`src/rtl/ccip_chan_buffer.sv`:
```
// ccip_chan_buffer
//   Single-clock buffer for one CCI-P channel direction. The entry width, the
//   depth and the almost-full slack are parameters. The output stage is
//   registered, and the block keeps debug statistics.
//
// Ports
//   afu_clk        sole clock
//   afu_softreset  asynchronous active-high reset
//   up_valid/up_data    producer push (a push into a full buffer is dropped)
//   up_almfull     registered back-pressure to the producer
//   dn_almfull     consumer back-pressure; used combinationally to gate the pop
//   dn_valid/dn_data    registered pop; dn_data is zero whenever dn_valid is 0
//   clr_stats      synchronous clear of hwm/overflow/drop_cnt
//   count          current occupancy
//   hwm            high-watermark of occupancy
//   overflow       sticky flag, set when a push is dropped
//   drop_cnt       number of dropped pushes, saturating
module ccip_chan_buffer #(
  parameter int WIDTH         = 64,
  parameter int DEPTH         = 64,
  parameter int ALMFULL_SLACK = 8
) (
  input  logic                       afu_clk,
  input  logic                       afu_softreset,
  input  logic                       up_valid,
  input  logic [WIDTH-1:0]           up_data,
  output logic                       up_almfull,
  input  logic                       dn_almfull,
  output logic                       dn_valid,
  output logic [WIDTH-1:0]           dn_data,
  input  logic                       clr_stats,
  output logic [$clog2(DEPTH):0]     count,
  output logic [$clog2(DEPTH):0]     hwm,
  output logic                       overflow,
  output logic [15:0]                drop_cnt
);

  localparam int AW = $clog2(DEPTH);
  localparam int CW = AW + 1;
  localparam logic [CW-1:0] FULL_C = CW'(DEPTH);
  localparam logic [CW-1:0] THR_C  = CW'(DEPTH - ALMFULL_SLACK);

  // Reject illegal configurations at elaboration.
  if (DEPTH < 4 || (DEPTH & (DEPTH - 1)) != 0) begin : g_bad_depth
    $error("ccip_chan_buffer: DEPTH must be a power of 2 and at least 4");
  end
  if (ALMFULL_SLACK < 1 || ALMFULL_SLACK > DEPTH - 1) begin : g_bad_slack
    $error("ccip_chan_buffer: ALMFULL_SLACK must be in 1..DEPTH-1");
  end

  logic [WIDTH-1:0] mem_q [DEPTH];

  logic [AW-1:0]    wr_ptr_q, wr_ptr_d;
  logic [AW-1:0]    rd_ptr_q, rd_ptr_d;
  logic [CW-1:0]    count_q, count_d;
  logic [CW-1:0]    hwm_q, hwm_d;
  logic             overflow_q, overflow_d;
  logic [15:0]      drop_cnt_q, drop_cnt_d;
  logic             up_almfull_q, up_almfull_d;
  logic             dn_valid_q, dn_valid_d;
  logic [WIDTH-1:0] dn_data_q, dn_data_d;

  logic push, drop, pop;

  // Fullness is judged on the occupancy at the start of the cycle, so a
  // pop in the same cycle does not make room for the push.
  assign push = up_valid & (count_q != FULL_C);
  assign drop = up_valid & (count_q == FULL_C);
  assign pop  = (count_q != '0) & ~dn_almfull;

  always_comb begin
    wr_ptr_d     = wr_ptr_q;
    rd_ptr_d     = rd_ptr_q;
    count_d      = count_q;
    hwm_d        = hwm_q;
    overflow_d   = overflow_q;
    drop_cnt_d   = drop_cnt_q;
    up_almfull_d = up_almfull_q;
    dn_valid_d   = pop;
    dn_data_d    = '0;

    if (push) wr_ptr_d = wr_ptr_q + AW'(1);
    if (pop) begin
      rd_ptr_d  = rd_ptr_q + AW'(1);
      dn_data_d = mem_q[rd_ptr_q];
    end

    case ({push, pop})
      2'b10:   count_d = count_q + CW'(1);
      2'b01:   count_d = count_q - CW'(1);
      default: count_d = count_q;
    endcase

    up_almfull_d = (count_d >= THR_C);

    // A clear restarts the watermark from the new occupancy rather than
    // from zero, so hwm never reads below count.
    if (clr_stats)            hwm_d = count_d;
    else if (count_d > hwm_q) hwm_d = count_d;

    // A drop in the same cycle as a clear wins. The first drop after the clear is counted.
    if (clr_stats) begin
      overflow_d = drop;
      drop_cnt_d = drop ? 16'd1 : 16'd0;
    end else if (drop) begin
      overflow_d = 1'b1;
      if (drop_cnt_q != 16'hFFFF) drop_cnt_d = drop_cnt_q + 16'd1;
    end
  end

  // Storage has no reset; occupancy and pointers define what is valid.
  always_ff @(posedge afu_clk) begin
    if (push) mem_q[wr_ptr_q] <= up_data;
  end

  always_ff @(posedge afu_clk or posedge afu_softreset) begin
    if (afu_softreset) begin
      wr_ptr_q     <= '0;
      rd_ptr_q     <= '0;
      count_q      <= '0;
      hwm_q        <= '0;
      overflow_q   <= 1'b0;
      drop_cnt_q   <= '0;
      up_almfull_q <= 1'b0;
      dn_valid_q   <= 1'b0;
      dn_data_q    <= '0;
    end else begin
      wr_ptr_q     <= wr_ptr_d;
      rd_ptr_q     <= rd_ptr_d;
      count_q      <= count_d;
      hwm_q        <= hwm_d;
      overflow_q   <= overflow_d;
      drop_cnt_q   <= drop_cnt_d;
      up_almfull_q <= up_almfull_d;
      dn_valid_q   <= dn_valid_d;
      dn_data_q    <= dn_data_d;
    end
  end

  assign up_almfull = up_almfull_q;
  assign dn_valid   = dn_valid_q;
  assign dn_data    = dn_data_q;
  assign count      = count_q;
  assign hwm        = hwm_q;
  assign overflow   = overflow_q;
  assign drop_cnt   = drop_cnt_q;

endmodule
```
`config.mk`:
```
export PLATFORM = sky130hd
export DESIGN_NAME = ccip_chan_buffer
export DESIGN_NICKNAME = d
export VERILOG_FILES = /design/src/rtl/ccip_chan_buffer.sv
export SDC_FILE = /design/constraint.sdc
export NUM_CORES = 2
export LEC_CHECK = 0
export ABC_AREA = 1
export CAP_MARGIN = 10
export CORE_ASPECT_RATIO = 1.25
export CORE_MARGIN = 4
export CORE_UTILIZATION = 40
export CTS_CLUSTER_DIAMETER = 50
export CTS_CLUSTER_SIZE = 28
export DETAILED_ROUTE_END_ITERATION = 6
export PLACE_DENSITY_LB_ADDON = 0.3
export SLEW_MARGIN = 20
export SYNTH_ARGS = -nofsm -noshare
export SYNTH_HDL_FRONTEND = slang
export SYNTH_SLANG_ARGS = --single-unit
```
`constraint.sdc`:
```
create_clock -name afu_clk -period 18.4 [get_ports afu_clk]
set_clock_uncertainty 0.2 [all_clocks]
set_input_delay 4.6 -clock afu_clk [delete_from_list [all_inputs] [get_ports afu_clk]]
set_output_delay 4.6 -clock afu_clk [all_outputs]
set_load 0.01 [all_outputs]
```
==> flow_metrics.py <==
metrics = {
    "cts": {
        "cts_inserted_buffers": 386,
        "post-cts-setup-buffers": 0,
        "insertion_delay_ps": 990,
        "htree_num_levels": 5,
        "postCtsResizedCells": 0,
        "cts.root.buffer_cell": "clkbuf_16",
        "cts_hold_buffers": 0,
        "cts.path.max_buffers": 4,
        "cts.clk_slew.worst_paths_ps": 60,
        "cts_tree": "yes",
        "cts_sinks": 4205,
    },
    "final_layout": {
        "area_growth_pct": 12.8,
        "share_of_cells_above_drive_strength_1_pct": 8.72,
        "final_nets": 12600,
        "fillerInstances": 36200,
    },
    "worst_hold_path": {
        "hold_depth": 1,
        "min-delay-start": "drop_cnt[3]",
        "min_to": "drop_cnt[3]",
        "timing.hold.worst.class": "flop to flop",
    },
    "sta": {
        "setup_repair_after_global_routing_missed_its_margin": "false",
        "maxSlewHeadroom_pct": 7.74,
        "worstMarginPinSlew_ps": 1380,
        "final.period_utilization_pct": 48.4,
        "fin_tns_setup_ps": 0,
        "final-hold-violation-count": 0,
        "period_needed_ps": 8900,
        "worst_hold_slack_ps": 311,
        "setup_violations": 0,
        "slew_viol_final": 0,
        "fmax_mhz": 112,
    },
    "synth": {
        "synth_enable_flop_cells": 4096,
        "avgSynthCellArea_um2": 13.1,
        "synth-warning-count": 0,
        "async_flop_share_pct": 2.59,
        "synth.top_cell.area_share_pct": 74.7,
        "netlist.top_cell.by_area": "edfxtp_1",
        "synth_area_um2": 165000,
        "total_of_flip_flops_plus_latches_after_synthesis": 4205,
        "syn-instance-count": 12600,
        "netlist_top_cells_area": "edfxtp_1, o21ai_0, nor2_1, o22ai_1, nand2_1",
        "ys_types": 36,
        "synthesis.nets": 12700,
        "synthMostInstantiatedCell": "edfxtp_1",
        "synth_common_cells": "edfxtp_1, nor2_1, o21ai_0",
        "synth_sequential_area_ratio_pct": 76.4,
        "synth_flop_cell": "edfxtp_1",
    },
    "routing": {
        "finalWirelength_mm": 512,
        "antenna_left": 0,
        "num_vias": 107000,
        "initialDrtViolationCount": 13100,
        "wl_per_cell_um": 28.0,
        "dr.pass1.iters": 7,
        "drcViolationCount": 1,
        "vias_per_cell": 5.85,
    },
    "outcome": {
        "violations_in_the_final_reports": "DRC",
        "status": "finished with violations",
    },
    "floorplan": {
        "placeable_core_region_um2": 410000,
        "core.rowCount": 263,
        "effective_utilization_at_floorplan_pct": 40.1,
        "floorplan.die.height_um": 725,
        "io-pin-count": 166,
        "design.die.area_um2": 422000,
        "dieWidth_um": 582,
    },
    "setup_path": {
        "critical_path_class": "input port to flop",
        "crit_path_buffers_inverters": 5,
        "timing.reg2reg.setup_slack_ps": 11950,
        "crit_path_cell_trace": "clkdlybuf4s50_1 > inv_1 > nor2_1 > buf_4 > inv_1 > nor2_1 > nand3_1 > nor2_4 > buf_4",
        "critical_path.top_delay_family": "simple AND/OR/NAND/NOR gates",
        "worst_path_max_delay_cell": "nor2_4",
        "r2r.worst_path.cells": 13,
        "worstPathArrival_ps": 9260,
        "crit_start": "up_valid",
        "worst_path_largest_cell_delay_ps": 1130,
        "cp.required_ps": 18750,
        "critical_path_peak_fanout": 46,
        "worst_r2r_startpoint": "rd_ptr_q[0]",
        "critical_path.endpoint_type": "flop",
        "worstReg2RegEnd": "dn_data[3]",
        "worst_setup_path_start_kind": "input port",
    },
    "power_and_ir_drop": {
        "power_per_cell_area_nw_per_um2": 158,
        "p_leak_nw": 59.6,
        "irDropWorstVdd_mv": 0.131,
    },
    "flow_run": {
        "max_cap_violations": 0,
    },
    "grt": {
        "grt_util_all_layers_pct": 23.4,
        "grt_start_max_net_pins": 217,
        "grt_pass1_vias": 101000,
        "grt_first_pass_wirelength_mm": 728,
        "antenna_violations_before_repair": 47,
        "grt-ovfl-total": 0,
    },
    "place": {
        "finalWeightedCongestion": 0.840,
        "buffer_ports.inserted": 165,
        "place_hpwl_mm": 271,
    },
}
[placed cells by master (no fill, tap or decap), types with 59 or more instances in the layout]
cell	synthesis	final
nor2_4	0	61
o22ai_1	1027	1027
dfrtp_1	109	103
and3_1	64	64
clkbuf_16	0	391
nor2_1	2191	2130
nand2_1	1176	1176
clkdlybuf4s50_1	0	102
nand3_1	739	739
o21ai_1	107	107
o21ai_0	1960	1960
buf_4	51	275
edfxtp_1	4096	4096
a311oi_1	59	59
[area by class of cell]
| class | count | area, um2 | share of cell area [%] |
|---|---|---|---|
| multi-input combinational | 7406 | 35200 | 18.9 |
| inverter | 62 | 297 | 0.160 |
| timing repair buffer | 442 | 3670 | 1.98 |
| clock buffer | 423 | 10000 | 5.40 |
| clock inverter | 302 | 3890 | 2.10 |
| sequential | 4205 | 126000 | 67.7 |
| tap | 5432 | 6800 | 3.66 |
| antenna | 15 | 37.5 | 0.0202 |
[per-layer routing]
metal	vias to the layer above	global-route usage, %	part of all wire (%)
met4	22	8.93	4.1
met2	5174	38.3	48
li1	46500	-	-
met3	933	3.58	8.6
met1	54300	31.6	39
met5	-	0	0.029
[flip-flops by register name, indices dropped and copies added, names as in the netlist]
register    flops
dn_valid        1
up_almfull      1
overflow        1
hwm             7
rd_ptr_q        6
wr_ptr_q        6
count           7
dn_data        64
drop_cnt       16
mem_q        4096
[worst register-to-register path, stage by stage, from the launching register on]
cell,delay [ps]
dfrtp_4,740
inv_8,620
buf_4,800
buf_4,770
buf_4,820
buf_4,850
o21ai_0,220
o22ai_1,160
nand2_1,70
nand3_1,190
nand3_1,170
nand2_1,100
nor2_1,80
a311oi_1,510
[cells by family after synthesis]
family,after synthesis,share of synthesized area [%]
flip-flops,4205,76.4
AND/OR/NAND/NOR,4201,10.3
AO/OA/AOI/OAI,3180,10.6
buffers and inverters,966,2.56
XOR/XNOR,13,0.0692
adder cells (fa/ha/maj),12,0.0912
[metrics by stage]
step	setup WS, ps	instances	power, W	util, %	cell area, um2
finish	9500	18300	0.0294	45.2	186000
global route	9070	18300	0.0307	45.2	186000
CTS	9530	18300	0.0295	45.2	186000
detailed placement	8520	17500	0.0209	41.8	172000
global placement	8490	17500	0.0208	41.8	172000
floorplan	8170	12600	0.0172	-	165000
[worst max path at each step]
| stage | cells past startpoint | slack, ps | endpoint |
|---|---|---|---|
| 2_1_floorplan | 4 | 8170 | mem_q[15][0] |
| 3_3_place_gp | 9 | 8490 | mem_q[61][2] |
| 3_5_place_dp | 9 | 8520 | mem_q[61][13] |
| 4_1_cts | 9 | 9530 | mem_q[61][5] |
| 5_1_grt | 27 | 9070 | hwm[1] |
| 6_report | 9 | 9500 | mem_q[61][5] |
[report_power, final]
group,switching (W),total (W),internal (W)
Clock,0.00397,0.00866,0.00468
Sequential,0.000398,0.0113,0.0109
Combinational,0.00695,0.00944,0.00250
Total,0.0113,0.0294,0.0181
Note: power is estimated with default switching activity, not from simulation.
